### src/rtl/sap1_pkg.sv
// SAP-1 shared constants: opcodes, T-state indices, control-word bit layout
// and the combinational control decoder used by the sequencer.
package sap1_pkg;

    localparam int SAP1_NUM_T = 6;

    localparam int T1 = 0;
    localparam int T2 = 1;
    localparam int T3 = 2;
    localparam int T4 = 3;
    localparam int T5 = 4;
    localparam int T6 = 5;

    localparam logic [3:0] OP_LDA = 4'h0;
    localparam logic [3:0] OP_ADD = 4'h1;
    localparam logic [3:0] OP_SUB = 4'h2;
    localparam logic [3:0] OP_OUT = 4'hE;
    localparam logic [3:0] OP_HLT = 4'hF;

    localparam int CW_PC_OUT     = 0;
    localparam int CW_PC_INC     = 1;
    localparam int CW_MAR_LOAD   = 2;
    localparam int CW_RAM_OUT    = 3;
    localparam int CW_INSTR_LOAD = 4;
    localparam int CW_INSTR_SEND = 5;
    localparam int CW_A_LOAD     = 6;
    localparam int CW_A_OUT      = 7;
    localparam int CW_B_LOAD     = 8;
    localparam int CW_ALU_SUB    = 9;
    localparam int CW_ALU_OUT    = 10;
    localparam int CW_OUT_LOAD   = 11;
    localparam int CW_W          = 12;

    typedef logic [CW_W-1:0] ctrl_word_t;

    // One control word per T-state; opcode only matters from T4 onward.
    function automatic ctrl_word_t decode(input logic [SAP1_NUM_T-1:0] t,
                                          input logic [3:0]            op);
        ctrl_word_t cw;
        cw = '0;
        if (t[T1]) begin
            cw[CW_PC_OUT]   = 1'b1;
            cw[CW_MAR_LOAD] = 1'b1;
        end
        if (t[T2]) begin
            cw[CW_PC_INC] = 1'b1;
        end
        if (t[T3]) begin
            cw[CW_RAM_OUT]    = 1'b1;
            cw[CW_INSTR_LOAD] = 1'b1;
        end
        if (t[T4]) begin
            case (op)
                OP_LDA, OP_ADD, OP_SUB: begin
                    cw[CW_INSTR_SEND] = 1'b1;
                    cw[CW_MAR_LOAD]   = 1'b1;
                end
                OP_OUT: begin
                    cw[CW_A_OUT]    = 1'b1;
                    cw[CW_OUT_LOAD] = 1'b1;
                end
                default: ;
            endcase
        end
        if (t[T5]) begin
            case (op)
                OP_LDA: begin
                    cw[CW_RAM_OUT] = 1'b1;
                    cw[CW_A_LOAD]  = 1'b1;
                end
                OP_ADD, OP_SUB: begin
                    cw[CW_RAM_OUT] = 1'b1;
                    cw[CW_B_LOAD]  = 1'b1;
                    cw[CW_ALU_SUB] = (op == OP_SUB);
                end
                default: ;
            endcase
        end
        if (t[T6]) begin
            case (op)
                OP_ADD, OP_SUB: begin
                    cw[CW_ALU_OUT] = 1'b1;
                    cw[CW_A_LOAD]  = 1'b1;
                    cw[CW_ALU_SUB] = (op == OP_SUB);
                end
                default: ;
            endcase
        end
        return cw;
    endfunction

endpackage

### src/rtl/t_ring_counter.sv
// One-hot T-state ring: rotates on advance, jumps back to T1 on restart,
// and freezes while hold is asserted.
module t_ring_counter #(
    parameter int NUM_T = 6
) (
    input  logic             clk,
    input  logic             rst,
    input  logic             advance_i,
    input  logic             restart_i,
    input  logic             hold_i,
    output logic [NUM_T-1:0] t_state_o
);

    logic [NUM_T-1:0] t_q;
    logic [NUM_T-1:0] t_d;
    logic [NUM_T-1:0] rotated;

    for (genvar gi = 0; gi < NUM_T; gi++) begin : g_rot
        assign rotated[gi] = t_q[(gi + NUM_T - 1) % NUM_T];
    end

    always_comb begin
        t_d = t_q;
        if (advance_i && !hold_i) begin
            t_d = restart_i ? NUM_T'(1) : rotated;
        end
    end

    always_ff @(posedge clk or posedge rst) begin
        if (rst) begin
            t_q <= NUM_T'(1);
        end else begin
            t_q <= t_d;
        end
    end

    assign t_state_o = t_q;

endmodule

### src/rtl/control_sequencer.sv
// SAP-1 controller: T-state ring plus opcode decoder driving every datapath
// control line, with free-run/single-step advance and a sticky HALT.
module control_sequencer
    import sap1_pkg::*;
#(
    parameter int NUM_T        = SAP1_NUM_T,
    parameter bit EARLY_RETIRE = 1'b1
) (
    input  logic             clk,
    input  logic             rst,
    input  logic             run,
    input  logic             step,
    input  logic [3:0]       opcode,
    output logic [NUM_T-1:0] t_state,
    output logic             halted,
    output logic             pc_out,
    output logic             pc_inc,
    output logic             mar_load,
    output logic             ram_out,
    output logic             instr_load,
    output logic             instr_send,
    output logic             a_load,
    output logic             a_out,
    output logic             b_load,
    output logic             alu_sub,
    output logic             alu_out,
    output logic             out_load
);

    logic             halted_q;
    logic             halted_d;
    logic             advance;
    logic             restart;
    logic             hold;
    logic [NUM_T-1:0] t_q;
    ctrl_word_t       cw;

    // Reset also blanks the control word so nothing fires while rst is high.
    assign advance = ~rst & ~halted_q & (run | step);

    always_comb begin
        restart = 1'b0;
        if (EARLY_RETIRE) begin
            if (t_q[T5] && (opcode == OP_LDA)) begin
                restart = 1'b1;
            end
            if (t_q[T4] && !(opcode inside {OP_LDA, OP_ADD, OP_SUB, OP_HLT})) begin
                restart = 1'b1;
            end
        end
    end

    assign hold     = t_q[T4] & (opcode == OP_HLT);
    assign halted_d = halted_q | (advance & hold);

    always_ff @(posedge clk or posedge rst) begin
        if (rst) begin
            halted_q <= 1'b0;
        end else begin
            halted_q <= halted_d;
        end
    end

    t_ring_counter #(
        .NUM_T(NUM_T)
    ) u_ring (
        .clk       (clk),
        .rst       (rst),
        .advance_i (advance),
        .restart_i (restart),
        .hold_i    (hold),
        .t_state_o (t_q)
    );

    assign cw = advance ? decode(t_q, opcode) : '0;

    assign t_state    = t_q;
    assign halted     = halted_q;
    assign pc_out     = cw[CW_PC_OUT];
    assign pc_inc     = cw[CW_PC_INC];
    assign mar_load   = cw[CW_MAR_LOAD];
    assign ram_out    = cw[CW_RAM_OUT];
    assign instr_load = cw[CW_INSTR_LOAD];
    assign instr_send = cw[CW_INSTR_SEND];
    assign a_load     = cw[CW_A_LOAD];
    assign a_out      = cw[CW_A_OUT];
    assign b_load     = cw[CW_B_LOAD];
    assign alu_sub    = cw[CW_ALU_SUB];
    assign alu_out    = cw[CW_ALU_OUT];
    assign out_load   = cw[CW_OUT_LOAD];

endmodule
### config.mk
export PLATFORM = sky130hd
export DESIGN_NAME = control_sequencer
export DESIGN_NICKNAME = d
export VERILOG_FILES = /design/src/rtl/sap1_pkg.sv /design/src/rtl/t_ring_counter.sv /design/src/rtl/control_sequencer.sv
export SDC_FILE = /design/constraint.sdc
export NUM_CORES = 1
export LEC_CHECK = 0
export ABC_AREA = 1
export CAP_MARGIN = 15
export CORE_MARGIN = 2
export CORE_UTILIZATION = 37
export CTS_CLUSTER_SIZE = 16
export DETAILED_ROUTE_END_ITERATION = 16
export GPL_ROUTABILITY_DRIVEN = 1
export PLACE_DENSITY = 0.77
export SLEW_MARGIN = 15
export SYNTH_ARGS = -nofsm -noshare
export SYNTH_HDL_FRONTEND = slang
export SYNTH_SLANG_ARGS = --single-unit
export TNS_END_PERCENT = 5
### constraint.sdc
create_clock -name clk -period 1.8 [get_ports clk]
set_input_delay 0.36 -clock clk [delete_from_list [all_inputs] [get_ports clk]]
set_output_delay 0.36 -clock clk [all_outputs]
set_load 0.05 [all_outputs]
Yosys cells after proc, flatten, opt, wreduce, memory -nomap -nowiden
Index checks and enable logic that the tools add are counted.
Widths: inputs -> output; s select.

storage, ports and cells
  flip-flop bits (word level) = 7
  output and inout bits = 19
  input port bits = 8
  logic and storage cells = 46

operators by class
  mux-type cells = 23
  equality and inequality tests = 4
  bitwise gates (word level) = 8
  reductions and logical operators = 9

operators by type and width
  cell                count
  $mux 1              16
  $mux 12             1
  $mux 2              5
  $eq 4x4->1 const B  2
  $mux 6              1
  $and 1x1->1         4
  $eq 4x1->1 const B  1
  $eq 4x2->1 const B  1
  $logic_not 4->1     1
  $reduce_bool 4->1   1
  $logic_and 1x1->1   3
  $reduce_or 3->1     1
  $logic_not 1->1     2
  $not 1->1           2
  $or 1x1->1          2
  $reduce_or 2->1     1

Depth between registers and ports, before layout
Gate-level depths: netlist of run 1.

  word-level depth = 7
  mapped depth = 7

Hierarchy
Synthesis of run 1 repeated with hierarchy kept, for this count alone.

second synthesis, totals
  cell total of the unflattened synthesis = 92
  area, all modules = 570.5 um2

by module, submodules not included
  module             cells an instance  instances  sequential area each (um2)  area each (um2)
  t_ring_counter     42                 1          151.4                       296.5
  control_sequencer  50                 1          25.0                        274.0

Worst setup path after synthesis of run 1
Ideal clock, no wire load.

  path kind = flip-flop to output port
  start = reg halted_q, in the netlist halted
  end = out out_load
  stages on the path, launching flop included = 6
  path buffers = 2
  slack = -1512 ps
  arrival time = 2952 ps
  required time = 1440 ps
  cells stage by stage = dfrtp_1 nor2_1 o21ai_2 buf_2 nor4_1 buf_4

on the way
  word-level cells in the longest chain between the ends = 4

RTL lines
  what                       RTL line                 text
  start: declaration         control_sequencer.sv:30  logic halted_q;
  start signal: assignment   control_sequencer.sv:60  halted_q <= halted_d;
  $not 1->1                  control_sequencer.sv:39  assign advance = ~rst & ~halted_q & (run | step);
  $and 1x1->1 (2 in series)  control_sequencer.sv:39
  $mux 12                    control_sequencer.sv:75  assign cw = advance ? decode(t_q, opcode) : '0;
  end: declaration           control_sequencer.sv:27  output logic out_load

Every way passes these cells.

Worst setup path after layout of run 1
Ends and elaborated chain as after synthesis.

==> flow_summary_export.csv, run 1 <==
group,metric,value,unit
routing,drc,0,
power_and_ir_drop,ir_drop,0.000826,V
synthesis,syn_area_per_cell,6.98,sq um
sta,fin_skew,0.00553,ns
global_routing,grt_pass1_vias,536,
synthesis,synth_cell_types,22,
power_and_ir_drop,finalPower,0.00132,W
routing,num_vias,619,
sta,relSlewSlack,82.7,%
routing,drt_iter0_markers,10,
clock_tree,cts_sinks,7,
floorplan,row_count,13,
flow_run,cap_violations,0,
power_and_ir_drop,pwr_density_cell,1240,nW/um^2
routing,routed_wirelength,1520,microns
synthesis,synth.area.top_cells,"dfrtp_1, nand2_1, inv_1, nand4_1, dfstp_2",
routing,drtAntennaViolNets,0,
placement,gp_congestion,0.793,
floorplan,die_w,40.6,microns
min_path,hold_path_class,"in2async",
synthesis,syn-cell-area,495,sq um
worst_setup_path,worstPathMaxFanout,3,
placement,port_buffers,26,
synthesis,yosysSeqAreaShare,35.6,%
layout,drive_gt1_share,53.6,%
clock_tree,postCtsHoldBufs,0,
power_and_ir_drop,leakage,0.497,nW
synthesis,yosys_warnings,0,
global_routing,grt_pass1_wl,2210,microns
floorplan,initial_utilization,39.1,%
clock_tree,insertion_delay,0.25,ns
sta,rsz0062_at_grt,"yes",
clock_tree,root_buffer,"clkbuf_4",
synthesis,ys.flop_type,"dfrtp_1",
global_routing,grt_antenna_before_repair,0,
sta,clock.fmax,538,MHz
sta,post-route-period-util,103,%
clock_tree,path_clk_slew,0.05,ns
placement,hpwl,1120,microns
worst_setup_path,startpoint_type,"flip-flop",
synthesis,syn_nets,79,
sta,finalMaxSlewViolations,0,
floorplan,die_h,40.6,microns
worst_setup_path,cp-end-kind,"output pin",
layout,diodes,0,
clock_tree,htree_levels,1,
synthesis,synth_edf_count,0,
global_routing,grt_usage,21.4,%
global_routing,grt-ovfl-total,0,
synthesis,synth_top_cell_by_area,"dfrtp_1",
floorplan,core-area,1270,sq um
routing,routed_via_density,4.87,
synthesis,netlist.area_leader.share,30.3,%
clock_tree,cts_buffers,3,
synthesis,synth-seq-cells,7,
global_routing,grt_max_degree,9,
routing,wl_per_cell,12.0,microns
routing,dr.pass1.iters,4,
sta,min_period,1.86,ns
sta,worst_slack,-0.0603,ns
run_status,violations,"negative setup slack",
worst_setup_path,required,1.44,ns
worst_setup_path,path_class,"reg2out",
placement,dp_slack,-0.236,ns
floorplan,die-area,1650,sq um
layout,nNetsFinal,121,
synthesis,netlist_top_cells_count,"nand2_1, inv_1, dfrtp_1, nor2_1, nand4_1",
floorplan,ios,27,
clock_tree,cts_max_path_buffers,2,
worst_setup_path,critPathArrivalTime,1.50,ns
sta,setup_viol_count_final,6,
run_status,status,"finished with violations",
sta,finalHoldViolCount,0,
synthesis,ys_async_sr_fraction,100,%
synthesis,synth.most_common_cell,"nand2_1",
clock_tree,cts_tree,"built",
sta,worst_pin_slew,0.259,ns
layout,syn2layout_area_growth,114,%
synthesis,synthCells,71,
[per-layer routing]
metal  global-route usage [%]  vias up  part of all wire [%]
met5                        0        -                     0
li1                         -      310                     -
met2                     32.5       21                    51
met3                     5.56        6                   4.0
met4                     13.3        0                   3.1
met1                     26.6      282                    42
[stage by stage]
| stage | hold WS, ns | instances | TNS, ns | instance area [sq um] | util, % |
|---|---|---|---|---|---|
| after floorplan | 0.163 | 71 | -1.79 | 542 | - |
| after global placement | 0.491 | 118 | -1.20 | 923 | 72.8 |
| after detailed placement | 0.496 | 118 | -1.47 | 923 | 72.8 |
| after CTS | 0.197 | 125 | -0.218 | 1010 | 79.3 |
| after global routing | 0.223 | 127 | -0.864 | 1060 | 83.7 |
| final | 0.189 | 127 | -0.229 | 1060 | 83.7 |
[power breakdown]
group	switching, W	internal, W
Sequential	0.0000864	0.000232
Clock	0.0000560	0.0000845
Combinational	0.000553	0.000310
Total	0.000695	0.000627
[layout by cell type (no fill, tap or decap), types with 2 or more instances in the layout]
cell           count
buf_12             9
buf_4             17
buf_6              6
clkbuf_4           3
dfrtp_1            4
dfrtp_2            2
dlygate4sd2_1      7
inv_1             11
nand2_1           19
nand3_1            3
nand4_1            5
nor2_2             7
nor2_4             2
[sequential cells by signal (all words and copies together), names as in the netlist]
register          cells
u_ring.t_state_o      6
halted                1
[path summary, 6_finish.rpt]
kind	endpoint	slack (ns)	cells past startpoint	from
setup / recovery	out_load	-0.06	6	halted
hold / removal	halted	0.19	2	rst
setup reg to reg	u_ring.t_state_o[5]	0.34	8	halted
hold reg to reg	u_ring.t_state_o[5]	0.52	2	u_ring.t_state_o[5]
max in group asynchronous	u_ring.t_state_o[0]	1.34	2	rst
min in group clk	u_ring.t_state_o[5]	0.52	2	u_ring.t_state_o[5]
[worst max-delay path, stage by stage (launching register included)]
cell and delay, ns:
dfrtp_2 0.41, nor2_2 0.12, o21ai_2 0.09, buf_12 0.13
nor4_4 0.18, buf_4 0.18, buf_12 0.13
[logic make-up (layout without fill, tap and decap cells)]
logic type	count (synthesis)	in the layout	share of synthesized area, %
buf+inv	15	56	13.4
flops	7	7	35.6
simple gates	43	43	42.9
compound gates	6	6	8.08
[repair_timing]
item                                    4_1_cts  5_1_grt
setup buffers                                 3        2
gates resized for setup                      17       11
pin swaps                                     7        2
endpoints found under the setup margin       12        6
[final cells by class]
class	instances	area, sq um
multi-input combinational	49	348
clock buffer	4	26.3
fill	77	206
timing repair buffer	39	437
inverter	13	53.8
tap	15	18.8
sequential	7	179
Power figures use the tool's default switching activity.
==> run 2: changes to the inputs <==
--- a/config.mk
+++ b/config.mk
@@ -6,12 +6,14 @@
 export NUM_CORES = 1
 export LEC_CHECK = 0
 export ABC_AREA = 1
+export ABC_CLOCK_PERIOD_IN_PS = 2310
 export CAP_MARGIN = 15
-export CORE_MARGIN = 2
-export CORE_UTILIZATION = 37
+export CORE_AREA = 2 2 39 41
 export CTS_CLUSTER_SIZE = 16
 export DETAILED_ROUTE_END_ITERATION = 16
+export DIE_AREA = 0 0 41 43
 export GPL_ROUTABILITY_DRIVEN = 1
+export HOLD_SLACK_MARGIN = 0.03
 export PLACE_DENSITY = 0.77
 export SLEW_MARGIN = 15
 export SYNTH_ARGS = -nofsm -noshare
==> constraint.sdc (replaced) <==
create_clock -name clk -period 2.31 [get_ports clk]
set_input_delay 0.462 -clock clk [delete_from_list [all_inputs] [get_ports clk]]
set_output_delay 0.462 -clock clk [all_outputs]
set_load 0.05 [all_outputs]
==> flow_summary_export.csv, run 2 (same netlist as run 1, synthesis figures left out) <==
group,metric,value,unit
run_status,status,"completed",
placement,gp_congestion,0.777,
layout,multi_input_area,285,sq um
clock_tree,htree_levels,1,
sta,clock.fmax,450,MHz
layout,diodes,0,
sta,worst_pin_slew,0.496,ns
placement,hpwl,974,microns
power_and_ir_drop,finalPower,0.000938,W
clock_tree,insertion_delay,0.25,ns
clock_tree,path_clk_slew,0.05,ns
worst_setup_path,worstPathMaxFanout,7,
clock_tree,cts_tree,"built",
worst_setup_path,startpoint,"rst",
global_routing,grt_antenna_before_repair,0,
floorplan,initial_utilization,35.8,%
routing,routed_via_density,4.81,
sta,finalHoldViolCount,0,
sta,min_period,2.22,ns
clock_tree,postCtsHoldBufs,0,
floorplan,die-area,1760,sq um
routing,drt_iter0_markers,18,
power_and_ir_drop,pwr_density_cell,1000,nW/um^2
floorplan,die_h,43,microns
worst_setup_path,path_class,"in2out",
routing,routed_wirelength,1210,microns
global_routing,grt_pass1_vias,505,
worst_setup_path,critPathArrivalTime,1.76,ns
sta,worst_slack,0.0880,ns
layout,fillers,108,
worst_setup_path,startpoint_type,"input pin",
min_path,hold_path_class,"in2async",
clock_tree,cts_buffers,3,
power_and_ir_drop,leakage,0.414,nW
layout,final_common_cell,"nand2_1",
sta,fin_skew,0.00559,ns
sta,rsz0062_at_grt,"yes",
global_routing,grt-ovfl-total,0,
routing,num_vias,572,
layout,syn2layout_area_growth,88.6,%
layout,final_core_util,67.5,%
floorplan,ios,27,
clock_tree,cts_max_path_buffers,2,
placement,port_buffers,26,
global_routing,grt_pass1_wl,1990,microns
layout,final_cells,119,
sta,relSlewSlack,66.8,%
global_routing,grt_usage,16.0,%
placement,placed_cells,115,
floorplan,core-area,1380,sq um
layout,drive_gt1_share,32.0,%
routing,dr.pass1.iters,4,
worst_setup_path,cp-end-kind,"output pin",
floorplan,die_w,41,microns
layout,seqCellArea,176,sq um
flow_run,cap_violations,0,
routing,drc,0,
routing,wl_per_cell,10.2,microns
routing,drtAntennaViolNets,0,
sta,setup_viol_count_final,0,
clock_tree,root_buffer,"clkbuf_4",
sta,hold_ws,0.490,ns
layout,layout_common_cells,"nand2_1, clkdlybuf4s50_1, inv_1",
layout,largest_reg_flops,6,
power_and_ir_drop,ir_drop,0.000759,V
layout,nNetsFinal,112,
global_routing,grt_max_degree,8,
worst_setup_path,r2r_start,"halted",
placement,dp_slack,0.0654,ns
sta,post-route-period-util,96.2,%
worst_setup_path,required,1.85,ns
sta,finalMaxSlewViolations,0,
floorplan,row_count,14,
clock_tree,cts_sinks,7,
-- run 2: where the power goes --
group / internal (W) / leakage [nW] / switching [W]
sequential: 0.000178 / 0.0924 / 0.0000591
combinational: 0.000203 / 0.307 / 0.000388
clock: 0.0000659 / 0.0150 / 0.0000442
-- run 2: layer usage --
layer  global-route usage (%)  up-vias  part of all wire (%)
met5                        0        -                     0
met4                     2.00        0                     0
met3                     4.71        0                   6.2
met2                     24.7       22                    50
met1                     22.1      256                    44
li1                         -      294                     -
-- run 2: stage by stage --
step	TNS [ns]	instance area, sq um
5_1_grt	-0.0125	935
2_1_floorplan	-0.287	515
3_5_place_dp	0	896
6_report	0	935
4_1_cts	0	922
3_3_place_gp	0	896
-- run 2: cell type report --
cell class                 count  share of cell area [%]
clock buffer                   4                    2.81
inverter                      13                    5.76
multi-input combinational     49                    30.5
sequential                     7                    18.9
tap                           16                    2.14
timing repair buffer          30                    39.9
-- run 2: worst max-delay path: stages --
cell             delay [ns]
clkdlybuf4s50_1        0.43
nor2_2                 0.12
o21ai_2                0.11
or2_1                  0.24
o22ai_1                0.21
buf_12                 0.18
-- run 2: final timing paths --
path | end | slack [ns] | cells past startpoint
setup / recovery | a_load | 0.09 | 6
hold / removal | halted | 0.49 | 2
setup reg to reg | u_ring.t_state_o[1] | 0.93 | 7
hold reg to reg | u_ring.t_state_o[0] | 0.49 | 2
max in group asynchronous | u_ring.t_state_o[0] | 1.54 | 2
min in group clk | u_ring.t_state_o[0] | 0.49 | 2
-- run 2: what timing repair did --
action | 4_1_cts | 5_1_grt
setup buffers | 0 | 0
gates resized for setup | 0 | 4
endpoints found under the setup margin | 0 | 6
==> run 3: changes to the inputs <==
--- a/config.mk
+++ b/config.mk
@@ -15,7 +15,6 @@
 export GPL_ROUTABILITY_DRIVEN = 1
 export HOLD_SLACK_MARGIN = 0.03
 export PLACE_DENSITY = 0.77
-export SLEW_MARGIN = 15
 export SYNTH_ARGS = -nofsm -noshare
 export SYNTH_HDL_FRONTEND = slang
 export SYNTH_SLANG_ARGS = --single-unit
==> results of run 3 <==
Same layout as run 2: the final DEF is identical, and so are final timing and power.
